File: config.mk
export PLATFORM = sky130hd
export DESIGN_NAME = adc_sampler
export DESIGN_NICKNAME = d
export VERILOG_FILES = /design/src/rtl/adc_pkg.sv /design/src/rtl/adc_accum.sv /design/src/rtl/adc_sampler.sv
export SDC_FILE = /design/constraint.sdc
export NUM_CORES = 1
export LEC_CHECK = 0
export CAP_MARGIN = 20
export CORE_MARGIN = 2
export CORE_UTILIZATION = 55
export CTS_CLUSTER_SIZE = 25
export DETAILED_ROUTE_END_ITERATION = 7
export PLACE_DENSITY = 0.78
export REMOVE_ABC_BUFFERS = 1
export SETUP_SLACK_MARGIN = 0.1
export SYNTH_ARGS = -nofsm -noshare
export SYNTH_HDL_FRONTEND = slang
export SYNTH_SLANG_ARGS = --single-unit
File: constraint.sdc
create_clock -name sclk -period 2.9 [get_ports sclk]
set_input_delay 0.725 -clock sclk [delete_from_list [all_inputs] [get_ports sclk]]
set_output_delay 0.725 -clock sclk [all_outputs]
set_load 0.02 [all_outputs]
File: src/rtl/adc_pkg.sv
// Shared state encoding, mode codes and sizing helpers for the ADC sampler.
package adc_pkg;

    localparam int ADC_BITS = 10;

    typedef enum logic [2:0] {IDLE, START, WAIT, CAPTURE, GAP} sampler_state_t;

    localparam logic [1:0] MODE_CH0 = 2'b00;
    localparam logic [1:0] MODE_CH1 = 2'b01;
    localparam logic [1:0] MODE_ALT = 2'b10;

    function automatic int max3(input int a, input int b, input int c);
        int m;
        m = (a > b) ? a : b;
        return (m > c) ? m : c;
    endfunction

endpackage

File: src/rtl/adc_accum.sv
// Per-channel boxcar averager: sums 2**AVG_LOG2 captures, then publishes the
// truncated mean with a one-cycle valid pulse.
module adc_accum
    import adc_pkg::*;
#(
    parameter int AVG_LOG2 = 2
) (
    input  logic                sclk,
    input  logic                reset,
    input  logic                clr,
    input  logic                add,
    input  logic [ADC_BITS-1:0] sample,
    output logic [ADC_BITS-1:0] avg,
    output logic                valid
);

    localparam int SW = ADC_BITS + AVG_LOG2;
    localparam int CW = (AVG_LOG2 > 0) ? AVG_LOG2 : 1;

    logic [SW-1:0]       r_sum;
    logic [CW-1:0]       r_cnt;
    logic [ADC_BITS-1:0] r_avg;
    logic                r_valid;
    logic [SW-1:0]       w_total;
    logic                w_done;

    // The completing sample is folded in directly so the average is ready one edge later.
    assign w_total = r_sum + SW'(sample);
    assign w_done  = (r_cnt == CW'((1 << AVG_LOG2) - 1));

    always_ff @(posedge sclk or posedge reset) begin
        if (reset) begin
            r_sum   <= '0;
            r_cnt   <= '0;
            r_avg   <= '0;
            r_valid <= 1'b0;
        end else begin
            r_valid <= 1'b0;
            if (clr) begin
                r_sum <= '0;
                r_cnt <= '0;
            end else if (add) begin
                if (w_done) begin
                    r_avg   <= w_total[SW-1:AVG_LOG2];
                    r_valid <= 1'b1;
                    r_sum   <= '0;
                    r_cnt   <= '0;
                end else begin
                    r_sum <= w_total;
                    r_cnt <= r_cnt + 1'b1;
                end
            end
        end
    end

    assign avg   = r_avg;
    assign valid = r_valid;

endmodule

File: src/rtl/adc_sampler.sv
// Conversion sequencer for the SPI ADC: issues start/channel, waits out the
// frame, captures the result and steers it into per-channel averagers.
module adc_sampler
    import adc_pkg::*;
#(
    parameter int AVG_LOG2    = 2,
    parameter int START_HOLD  = 2,
    parameter int CONV_CYCLES = 17,
    parameter int GAP_CYCLES  = 4
) (
    input  logic                sclk,
    input  logic                reset,
    input  logic                en,
    input  logic [1:0]          mode,
    input  logic [ADC_BITS-1:0] adc_voltage,
    output logic                adc_start,
    output logic                adc_channel,
    output logic [ADC_BITS-1:0] ch0_avg,
    output logic [ADC_BITS-1:0] ch1_avg,
    output logic                ch0_valid,
    output logic                ch1_valid,
    output logic                busy
);

    localparam int CNT_MAX = max3(START_HOLD, CONV_CYCLES, GAP_CYCLES);
    localparam int CW      = $clog2(CNT_MAX + 1);

    sampler_state_t r_state, w_state_nxt;
    logic [CW-1:0]  r_cnt, w_cnt_nxt;
    logic           r_chan;
    logic           r_next_ch;
    logic [1:0]     r_mode;
    logic           w_enter_start;
    logic           w_from_idle;
    logic [1:0]     w_mode_n;
    logic           w_chan_sel;
    logic           w_clr;

    logic [1:0][ADC_BITS-1:0] w_avg;
    logic [1:0]               w_vld;
    logic [1:0]               w_add;

    always_comb begin
        w_state_nxt   = r_state;
        w_cnt_nxt     = r_cnt;
        w_enter_start = 1'b0;
        w_from_idle   = 1'b0;
        case (r_state)
            IDLE: begin
                if (en) begin
                    w_state_nxt   = START;
                    w_cnt_nxt     = '0;
                    w_enter_start = 1'b1;
                    w_from_idle   = 1'b1;
                end
            end
            START: begin
                if (r_cnt == CW'(START_HOLD - 1)) begin
                    w_state_nxt = WAIT;
                    w_cnt_nxt   = '0;
                end else begin
                    w_cnt_nxt = r_cnt + 1'b1;
                end
            end
            WAIT: begin
                if (r_cnt == CW'(CONV_CYCLES - 1)) begin
                    w_state_nxt = CAPTURE;
                    w_cnt_nxt   = '0;
                end else begin
                    w_cnt_nxt = r_cnt + 1'b1;
                end
            end
            CAPTURE: begin
                w_cnt_nxt = '0;
                // With no gap configured, the run/stop decision moves up to CAPTURE.
                if (GAP_CYCLES == 0) begin
                    w_state_nxt   = en ? START : IDLE;
                    w_enter_start = en;
                end else begin
                    w_state_nxt = GAP;
                end
            end
            GAP: begin
                if (r_cnt == CW'(GAP_CYCLES - 1)) begin
                    w_cnt_nxt     = '0;
                    w_state_nxt   = en ? START : IDLE;
                    w_enter_start = en;
                end else begin
                    w_cnt_nxt = r_cnt + 1'b1;
                end
            end
            default: begin
                w_state_nxt = IDLE;
                w_cnt_nxt   = '0;
            end
        endcase
    end

    assign w_mode_n = mode[1] ? MODE_ALT : mode;

    // Alternate mode always opens a run on CH0, then ping-pongs per capture.
    always_comb begin
        w_chan_sel = 1'b0;
        if (w_mode_n == MODE_CH1)
            w_chan_sel = 1'b1;
        else if (w_mode_n == MODE_ALT)
            w_chan_sel = w_from_idle ? 1'b0 : r_next_ch;
    end

    assign w_clr = w_enter_start && (w_mode_n != r_mode);

    always_ff @(posedge sclk or posedge reset) begin
        if (reset) begin
            r_state   <= IDLE;
            r_cnt     <= '0;
            r_chan    <= 1'b0;
            r_next_ch <= 1'b0;
            r_mode    <= MODE_CH0;
        end else begin
            r_state <= w_state_nxt;
            r_cnt   <= w_cnt_nxt;
            if (w_enter_start) begin
                r_chan <= w_chan_sel;
                r_mode <= w_mode_n;
            end
            if (r_state == CAPTURE)
                r_next_ch <= ~r_chan;
        end
    end

    for (genvar g = 0; g < 2; g++) begin : g_ch
        assign w_add[g] = (r_state == CAPTURE) && (r_chan == 1'(g));
        adc_accum #(.AVG_LOG2(AVG_LOG2)) u_acc (
            .sclk   (sclk),
            .reset  (reset),
            .clr    (w_clr),
            .add    (w_add[g]),
            .sample (adc_voltage),
            .avg    (w_avg[g]),
            .valid  (w_vld[g])
        );
    end

    assign adc_start   = (r_state == START);
    assign adc_channel = r_chan;
    assign busy        = (r_state != IDLE);
    assign ch0_avg     = w_avg[0];
    assign ch1_avg     = w_avg[1];
    assign ch0_valid   = w_vld[0];
    assign ch1_valid   = w_vld[1];

endmodule

# Yosys cells after proc, flatten, opt, wreduce, memory -nomap -nowiden

Cells that the tools add are included.

Register bits after elaboration: 62
Latch bits: 0
RAM bits: 0
Bits in read-only memories: 0
Input bits: 15
Word-level logic and storage cells: 83
Memories: 0

Add/sub/neg operators: 5
$mul: 0
Divide/modulo/power cells: 0
Order comparisons: 0
Equality and inequality tests: 16
Shift-type cells: 0
Mux-type cells: 37
Bitwise operators: 2
Reductions and logical operators: 10

Operator list:

| cell                                          | count |
|---|---|
| 2-to-1 mux 12 bit                             | 6 |
| adder 12 x 10 -> 12 bit                       | 2 |
| 2-to-1 mux 5 bit                              | 4 |
| one-hot mux 5 bit (4 select lines)            | 1 |
| one-hot mux 3 bit (5 select lines)            | 1 |
| 2-to-1 mux 2 bit                              | 7 |
| 2-to-1 mux 1 bit                              | 13 |
| 2-to-1 mux 3 bit                              | 4 |
| == test 2 bit, second input constant          | 3 |
| == test 3 x 2 -> 1 bit, second input constant | 2 |
| != test 2 bit, second input constant          | 3 |
| AND reduction 3 bit                           | 2 |
| adder 5 x 1 -> 5 bit, second input constant   | 1 |
| == test 5 x 1 -> 1 bit, second input constant | 1 |
| == test 5 x 2 -> 1 bit, second input constant | 1 |
| == test 5 bit, second input constant          | 1 |
| adder 2 x 1 -> 2 bit, second input constant   | 2 |
| AND reduction 4 bit                           | 1 |
| nonzero test 2 bit                            | 2 |
| == test 3 x 1 -> 1 bit, second input constant | 1 |
| == test 3 bit, second input constant          | 1 |
| logical AND 1 bit                             | 3 |
| logical NOT 3 bit                             | 1 |
| nonzero test 3 bit                            | 1 |
| other kinds (5)                               | 6 |

# Longest topological paths before layout

Gate-level depths: netlist of the first run.

Depth in word-level cells: 6
Gate-level depth with buffers: 8

# By module

From an unflattened synthesis of the first run, not the netlist that was laid out.

Cell total of the unflattened synthesis: 367
Area total of the unflattened synthesis: 3653.5 sq um

Modules (own cells, without submodules):

| module      | instances | cells each | area each (sq um) |
|---|---|---|---|
| adc_accum   | 2         | 144        | 1441.4 |
| adc_sampler | 1         | 79         | 770.7 |

# Least setup slack after synthesis of the first run

OpenSTA, ideal clock, no wires.

Kind: register -> register
From: reg r_cnt[0]
To: reg g_ch[1].u_acc.r_sum[0]
Arrival: 2191 ps
Setup slack: 587 ps
Cell stages (with the launch flop): 7
Clock period less this slack: 2313 ps
Path through: dfrtp_1 -> ha_1 -> or4b_4 -> a2111oi_4 -> a31oi_1 -> buf_6 -> a22o_2

Cells in the longest elaborated chain, start to end: 5

Ends and longest elaborated chain:

| item                                                    | RTL line           | RTL |
|---|---|---|
| from (decl)                                             | adc_sampler.sv:29  | `logic [CW-1:0] r_cnt, w_cnt_nxt;` |
| from (signal assigned)                                  | adc_sampler.sv:121 | `r_cnt <= w_cnt_nxt;` |
| == test 5 x 2 -> 1 bit (*)                              | adc_sampler.sv:84  | `if (r_cnt == CW'(GAP_CYCLES - 1)) begin` |
| 2-to-1 mux 1 bit (*)                                    | adc_sampler.sv:84  |  |
| one-hot mux 1 bit (2 select lines) (*)                  | adc_sampler.sv:48  | `case (r_state)` |
| logical AND 1 bit (*)                                   | adc_sampler.sv:110 | `assign w_clr = w_enter_start && (w_mode_n != r_mode);` |
| 2-to-1 mux 12 bit or nonzero test 2 bit (tied branches) | -                  |  |
| to (signal assigned)                                    | adc_accum.sv:49    | `r_sum <= w_total;` |
| to (decl)                                               | adc_accum.sv:20    | `logic [SW-1:0] r_sum;` |

Mark *: on every way between the ends. The rest lies on a longest branch, timed or not.
A chain may end at the register's enable or synchronous reset.

# Worst setup path after layout of the first run

From: in adc_voltage[0]
To: reg g_ch[1].u_acc.r_avg[8]

Cells in the longest elaborated chain, start to end: 1

Ends and longest elaborated chain:

| item                    | RTL line          | RTL |
|---|---|---|
| from (decl)             | adc_sampler.sv:15 | `input logic [ADC_BITS-1:0] adc_voltage,` |
| adder 12 x 10 -> 12 bit | adc_accum.sv:28   | `assign w_total = r_sum + SW'(sample);` |
| to (signal assigned)    | adc_accum.sv:44   | `r_avg <= w_total[SW-1:AVG_LOG2];` |
| to (decl)               | adc_accum.sv:22   | `logic [ADC_BITS-1:0] r_avg;` |

Every way passes these cells.

==> summary.md, run 1 <==
| Metric | Value |
|---|---|
| Post-synth top area cell | `dfrtp_1` |
| Die extent in y | `85.50 microns` |
| Number of enable flip-flop cells after synthesis | `0` |
| Clk Latency, worst-skew pair | `340 ps` |
| Met2 GRT Util | `38.35%` |
| Final Hold Viols | `0` |
| Crit path DAT | `2890 ps` |
| Initial core utilization | `57.21%` |
| Hold_buf cts | `0` |
| Fmax | `0.3827 GHz` |
| DIE WIDTH | `85.50 microns` |
| Post-CTS Setup Bufs | `0` |
| Total grt overflow | `0` |
| Min cycle time layout | `2613 ps` |
| Slew headroom | `64.44%` |
| Worst Slack Setup Final | `287.0 ps` |
| Multi-input gate area | `0.001971 sq mm` |
| Kind of critical path | `input pin to flip-flop` |
| FF+latch count, synth | `62` |
| Row count | `29` |
| DRT antenna net count | `0` |
| Number of diodes | `0` |
| NumNets Final | `457` |
| Util after Layout | `69.67%` |
| Final instance area | `0.004449 sq mm` |
| Peak VDD IR | `0.0006701 V` |
| Dominant synthesized flop cell | `dfrtp_1` |
| Mapped cell area | `0.003654 sq mm` |
| CP max FO | `4` |
| Initial antenna violation count | `0` |
| Routed vias | `2946` |
| GR Layer Usage met3 | `5.005%` |
| CTS clock-pin slew for the worst setup and hold paths | `70 ps` |
| Cell count after synthesis | `354` |
| Setup violations, final | `0` |
| Critical path required time | `3180 ps` |
| Syn avg cell area | `10.32 sq um` |
| Top cells by count, synth | `62 x dfrtp_1, 28 x nand2_1, 25 x ha_1` |
| Placed inst area | `0.004228 sq mm` |
| Unrepaired setup endpoints after global routing | `false` |
| Worst Setup Start Kind | `input pin` |
| Largest net degree at the start of global routing | `52` |
| Total CTS buffers | `9` |
| Max Clock Skew | `6.897 ps` |
| Ports | `40` |
| Clk buf depth | `2` |
| Fin crit share | `90.10%` |
| Met1 Use GR | `31.49%` |
| Ys Warns | `0` |
| CTS tree | `yes` |
| DRC viols | `0` |
| Fill count | `491` |
| Power Density | `837.7 mW/mm^2` |
| Leading post-synthesis cells by cell area | `dfrtp_1 42%, ha_1 8.6%, a22o_2 3.8%` |
| Netlist cell types | `56` |
| Core Box Area | `0.006386 sq mm` |
| Vias in the first global route | `2924` |
| P_leak | `2.139 nW` |
| Drt pass-1 iters | `6` |
| H-tree depth | `3` |
| Dpl hpwl | `5.831 mm` |
| CTS root buf | `clkbuf_8` |
| CTS resizes | `0` |
| Power, Total | `3.727 mW` |
| Wire per inst | `16.33 microns` |
| Post-route insts no fill | `497` |
| First-pass GRT wire length | `13.72 mm` |
| IO Port Bufs | `39` |
| All-layer global routing usage | `23.78%` |
| Routability congestion estimate from global placement | `0.8858` |
| Post-synthesis async set-or-reset flop share | `100.0%` |
| Routed wire length | `8.114 mm` |
| Slew at the pin closest to its max-slew limit | `526.0 ps` |
| Clock Sink Count | `62` |
| Dpl ws | `-80.94 ps` |
| Layout cell share with drive strength beyond 1 | `18.81%` |
| DR iter-0 viols | `210` |
| Seq/Total Area, Yosys | `42.47%` |
| Most Crowded Layer GR | `met2` |
| CP Capture Type | `flip-flop` |
| Status | `complete, no violations` |
| Post-synth top area share | `42.47%` |
| Vias/cell | `5.928` |
| Storage element area | `0.001551 sq mm` |
| DP Cell Count | `481` |
| Count leader, synth | `dfrtp_1` |
| Max-slew violations | `0` |
| Worst min path class | `flip-flop to flip-flop` |
| Max Cap Viol | `0` |
| Die area | `0.007310 sq mm` |
| Syn-to-layout area delta | `21.78%` |
[report_power, final]
part / switching [mW] / internal (mW) / total, mW / leakage, nW
clock: 0.363 / 0.486 / 0.850 / 0.106
combinational: 0.835 / 0.762 / 1.60 / 1.21
sequential: 0.202 / 1.08 / 1.28 / 0.823
[path summary, 6_finish.rpt]
kind	start	end	slack, ps	depth (start not counted)
worst min-delay path	g_ch[0].u_acc.avg[8]	g_ch[0].u_acc.avg[8]	480	2
worst min register to register	g_ch[0].u_acc.avg[8]	g_ch[0].u_acc.avg[8]	480	2
max in group asynchronous	reset	g_ch[0].u_acc.r_sum[4]	1710	3
min in group asynchronous	reset	r_cnt[3]	640	2
worst max-delay path	adc_voltage[0]	g_ch[1].u_acc.avg[8]	290	9
worst max register to register	r_cnt[0]	g_ch[0].u_acc.r_sum[2]	550	6
[flip-flops by register name (all words and copies together), names as in the netlist]
name              flops
r_next_ch             1
r_state               3
g_ch.u_acc.r_sum     24
g_ch.u_acc.r_cnt      4
r_cnt                 5
r_mode                2
g_ch.u_acc.valid      2
g_ch.u_acc.avg       20
adc_channel           1
[per-layer routing]
layer / vias up / wire length [microns]
met5: - / 0
met4: 0 / 156
li1: 1445 / -
met1: 1420 / 3743
met2: 69 / 3882
met3: 12 / 332
[stage by stage]
stage          setup TNS, ps  hold slack [ps]
2_1_floorplan              0            450.9
5_1_grt                    0            510.7
3_5_place_dp          -140.3            466.0
6_report                   0            478.9
4_1_cts                    0            481.8
3_3_place_gp          -27.08            460.4
[cell usage in the layout, fill, tap and decap left out, types with 12 or more instances in the layout]
cell type	n
dfrtp_1	62
inv_1	12
o21ai_0	18
nor2_1	17
ha_1	25
a21oi_1	24
a22o_2	14
buf_4	19
nand2_1	28
clkdlybuf4s50_1	39
[kinds of logic (layout without fill, tap and decap cells)]
kind of cell / count (synthesis) / after routing / share of synthesized area (%)
and+or+nand+nor: 105 / 105 / 15.31
adders and majority gates: 27 / 27 / 9.658
buffers and inverters: 24 / 90 / 3.596
DFF: 62 / 62 / 42.47
muxes: 12 / 12 / 3.664
xor gates and xnor gates: 10 / 10 / 2.397
AOI/OAI and AO/OA: 114 / 114 / 22.91
[layout make-up]
class | instances | area share (%)
clock inverters | 7 | 2.193
flip-flops and latches | 62 | 34.87
clock buffers | 9 | 2.784
multi-input cells | 268 | 44.29
well taps | 77 | 2.165
inverters | 15 | 1.265
repair buffers | 59 | 12.43
[worst max-delay path: stages]
cell	delay [ps]
clkdlybuf4s50_1	490
ha_1	170
inv_1	50
fa_1	370
nand2b_1	170
a21oi_1	250
o211ai_1	210
or3_1	380
nand3_1	80
No activity file was read; power rests on OpenSTA's default activity.
==> inputs of run 2 (changes only) <==
CORE_MARGIN = 4   (was 2)
==> summary.md, run 2 (same netlist as run 1, synthesis figures left out) <==
| Metric | Value |
|---|---|
| Post-CTS Setup Bufs | `0 (unchanged)` |
| Top reg by flops | `g_ch.u_acc.r_sum (unchanged)` |
| Initial core utilization | `57.21% (unchanged)` |
| Status | `complete, no violations (unchanged)` |
| Initial antenna violation count | `0 (unchanged)` |
| DRC viols | `0 (unchanged)` |
| Routability congestion estimate from global placement | `0.8466 (was 0.8858)` |
| Drt pass-1 iters | `4 (was 6)` |
| CP max FO | `4 (unchanged)` |
| IO Port Bufs | `39 (unchanged)` |
| Setup violations, final | `0 (unchanged)` |
| Max-slew violations | `0 (unchanged)` |
| Crit path DAT | `2870 ps (was 2890 ps)` |
| Largest register FFs | `24 (unchanged)` |
| Min-delay src | `g_ch[1].u_acc.avg[9] (was g_ch[0].u_acc.avg[8])` |
| Dpl hpwl | `5.971 mm (was 5.831 mm)` |
| Max Clock Skew | `6.275 ps (was 6.897 ps)` |
| Most frequent cells in the layout | `62 x dfrtp_1, 39 x clkdlybuf4s50_1, 28 x nand2_1 (unchanged)` |
| NumNets Final | `456 (was 457)` |
| Core Box Area | `0.006386 sq mm (unchanged)` |
| Buf/Inv on CP | `3 (was 2)` |
| Wire per inst | `16.79 microns (was 16.33 microns)` |
| All-layer global routing usage | `22.84% (was 23.78%)` |
| Clock Sink Count | `62 (unchanged)` |
| Kind of critical path | `input pin to flip-flop (unchanged)` |
| Worst setup startpoint | `adc_voltage[0] (unchanged)` |
| DP Cell Count | `480 (was 481)` |
| DR iter-0 viols | `173 (was 210)` |
| Unrepaired setup endpoints after global routing | `false (unchanged)` |
| RR Startpoint | `r_cnt[0] (unchanged)` |
| CP Capture Type | `flip-flop (unchanged)` |
| Min cycle time layout | `2647 ps (was 2613 ps)` |
| CTS clock-pin slew for the worst setup and hold paths | `70 ps (about the same)` |
| Placed inst area | `0.004220 sq mm (was 0.004228 sq mm)` |
| Delay-heaviest family, CP | `compound AO/OA/AOI/OAI gates (was simple AND/OR/NAND/NOR gates)` |
| Cell count of the worst reg-to-reg path | `6 (unchanged)` |
| Clk Latency, worst-skew pair | `340 ps (about the same)` |
| R2R setup slack | `570 ps (was 550 ps)` |
| First-pass GRT wire length | `14.10 mm (was 13.72 mm)` |
| Slew at the pin closest to its max-slew limit | `546.9 ps (was 526.0 ps)` |
| Layout cell share with drive strength beyond 1 | `18.85% (was 18.81%)` |
| H-tree depth | `3 (unchanged)` |
| Post-route insts no fill | `496 (was 497)` |
| Routed vias | `2983 (was 2946)` |
| P_leak | `2.131 nW (was 2.139 nW)` |
| Final instance area | `0.004423 sq mm (was 0.004449 sq mm)` |
| Fmax | `0.3777 GHz (was 0.3827 GHz)` |
| Hold EP | `g_ch[1].u_acc.avg[9] (was g_ch[0].u_acc.avg[8])` |
| Routed wire length | `8.327 mm (was 8.114 mm)` |
| Vias/cell | `6.014 (was 5.928)` |
| Slew headroom | `63.03% (was 64.44%)` |
| Fill count | `512 (was 491)` |
| Dpl ws | `-102.8 ps (was -80.94 ps)` |
| Worst R2R End | `g_ch[1].u_acc.r_sum[6] (was g_ch[0].u_acc.r_sum[2])` |
| Power Density | `823.7 mW/mm^2 (was 837.7 mW/mm^2)` |
| Highest cell delay on the worst timing path | `490 ps (about the same)` |
| DRT antenna net count | `0 (unchanged)` |
| Max Cap Viol | `0 (unchanged)` |
| Syn-to-layout area delta | `21.06% (was 21.78%)` |
| Largest net degree at the start of global routing | `63 (was 52)` |
| Worst Slack Setup Final | `252.6 ps (was 287.0 ps)` |
| Fin crit share | `91.29% (was 90.10%)` |
| Hold_buf cts | `0 (unchanged)` |
| CP max stage cell | `clkdlybuf4s50_1 (unchanged)` |
| Clk buf depth | `2 (unchanged)` |
| Peak VDD IR | `0.0006015 V (was 0.0006701 V)` |
| Power, Total | `3.643 mW (was 3.727 mW)` |
| CP Cell Sequence | `clkdlybuf4s50_1 -> ha_1 -> inv_1 -> fa_1 -> nand2b_1 -> a21oi_1 -> buf_4 -> o211a_1 -> o21ai_0 -> a31o_2 (was clkdlybuf4s50_1 -> ha_1 -> inv_1 -> fa_1 -> nand2b_1 -> a21oi_1 -> o211ai_1 -> or3_1 -> nand3_1)` |
| Total grt overflow | `0 (unchanged)` |
| CTS root buf | `clkbuf_8 (unchanged)` |
| CTS tree | `yes (unchanged)` |
| Total CTS buffers | `9 (unchanged)` |
| Worst min path class | `flip-flop to flip-flop (unchanged)` |
| Worst Hold Depth | `2 (unchanged)` |
| Critical path required time | `3120 ps (was 3180 ps)` |
| Die extent in y | `89.50 microns (was 85.50 microns)` |
| Die area | `0.008010 sq mm (was 0.007310 sq mm)` |
| DIE WIDTH | `89.50 microns (was 85.50 microns)` |
| Number of diodes | `0 (unchanged)` |
| Final Hold Viols | `0 (unchanged)` |
| Vias in the first global route | `3068 (was 2924)` |
| Commonest non-fill, non-tap cell in the layout | `dfrtp_1 (unchanged)` |
| CTS resizes | `0 (unchanged)` |
| Row count | `29 (unchanged)` |
| Fin Setup TNS | `0 ps (unchanged)` |
| Ports | `40 (unchanged)` |
| Worst Setup Start Kind | `input pin (unchanged)` |
[run 2: cell count changes in the layout (fill, tap and decap cells not counted), sizes merged]
| cell | before | now |
|---|---|---|
| clkinvlp | 2 | 1 |
| buf | 20 | 19 |
| clkinv | 2 | 4 |
| inv | 16 | 15 |
| bufinv | 2 | 1 |
| clkbuf | 9 | 10 |
[run 2: cell type report]
type / instances / area, sq um / area share, %
Multi-Input combinational cell: 268 / 1974 / 44.64
Sequential cell: 62 / 1551 / 35.08
Timing Repair Buffer: 58 / 545.5 / 12.33
Clock buffer: 10 / 137.6 / 3.112
Tap cell: 77 / 96.34 / 2.178
Clock inverter: 6 / 61.31 / 1.386
Inverter: 15 / 56.30 / 1.273
[run 2: where the power goes]
| group | total, mW | switching [mW] | internal [mW] |
|---|---|---|---|
| Sequential | 1.28 | 0.202 | 1.08 |
| Clock | 0.765 | 0.348 | 0.417 |
| Combinational | 1.60 | 0.840 | 0.757 |
[run 2: worst reg2reg max path: cells and delay by family (launching register included)]
family | cells | cell delay (ps)
compound gates | 3 | 850
flops | 1 | 400
fa+ha+maj | 1 | 230
buf+inv | 1 | 230
simple gates | 1 | 510
[run 2: worst max-delay path by stage]
stage                        endpoint  slack (ps)  cells past startpoint
2_1_floorplan  g_ch[1].u_acc.r_sum[0]         540                      5
3_3_place_gp     g_ch[1].u_acc.avg[8]          -6                      9
3_5_place_dp     g_ch[1].u_acc.avg[8]        -100                      9
4_1_cts          g_ch[1].u_acc.avg[8]         260                      9
5_1_grt          g_ch[0].u_acc.avg[6]         110                     10
6_report         g_ch[0].u_acc.avg[6]         250                     10
[run 2: metal layers]
| metal | track usage, % | share of wire, % | vias up |
|---|---|---|---|
| li1 | - | - | 1444 |
| met4 | 8.931 | 2.2 | 0 |
| met5 | 0 | 0 | - |
| met1 | 28.84 | 44 | 1452 |
| met2 | 38.85 | 48 | 69 |
| met3 | 4.055 | 4.9 | 18 |
[run 2: metrics by stage]
stage,utilization (%),hold WS (ps)
floorplan,-,450.9
global placement,66.09,460.8
detailed placement,66.09,466.7
CTS,69.20,482.1
global route,69.26,507.9
finish,69.26,478.8
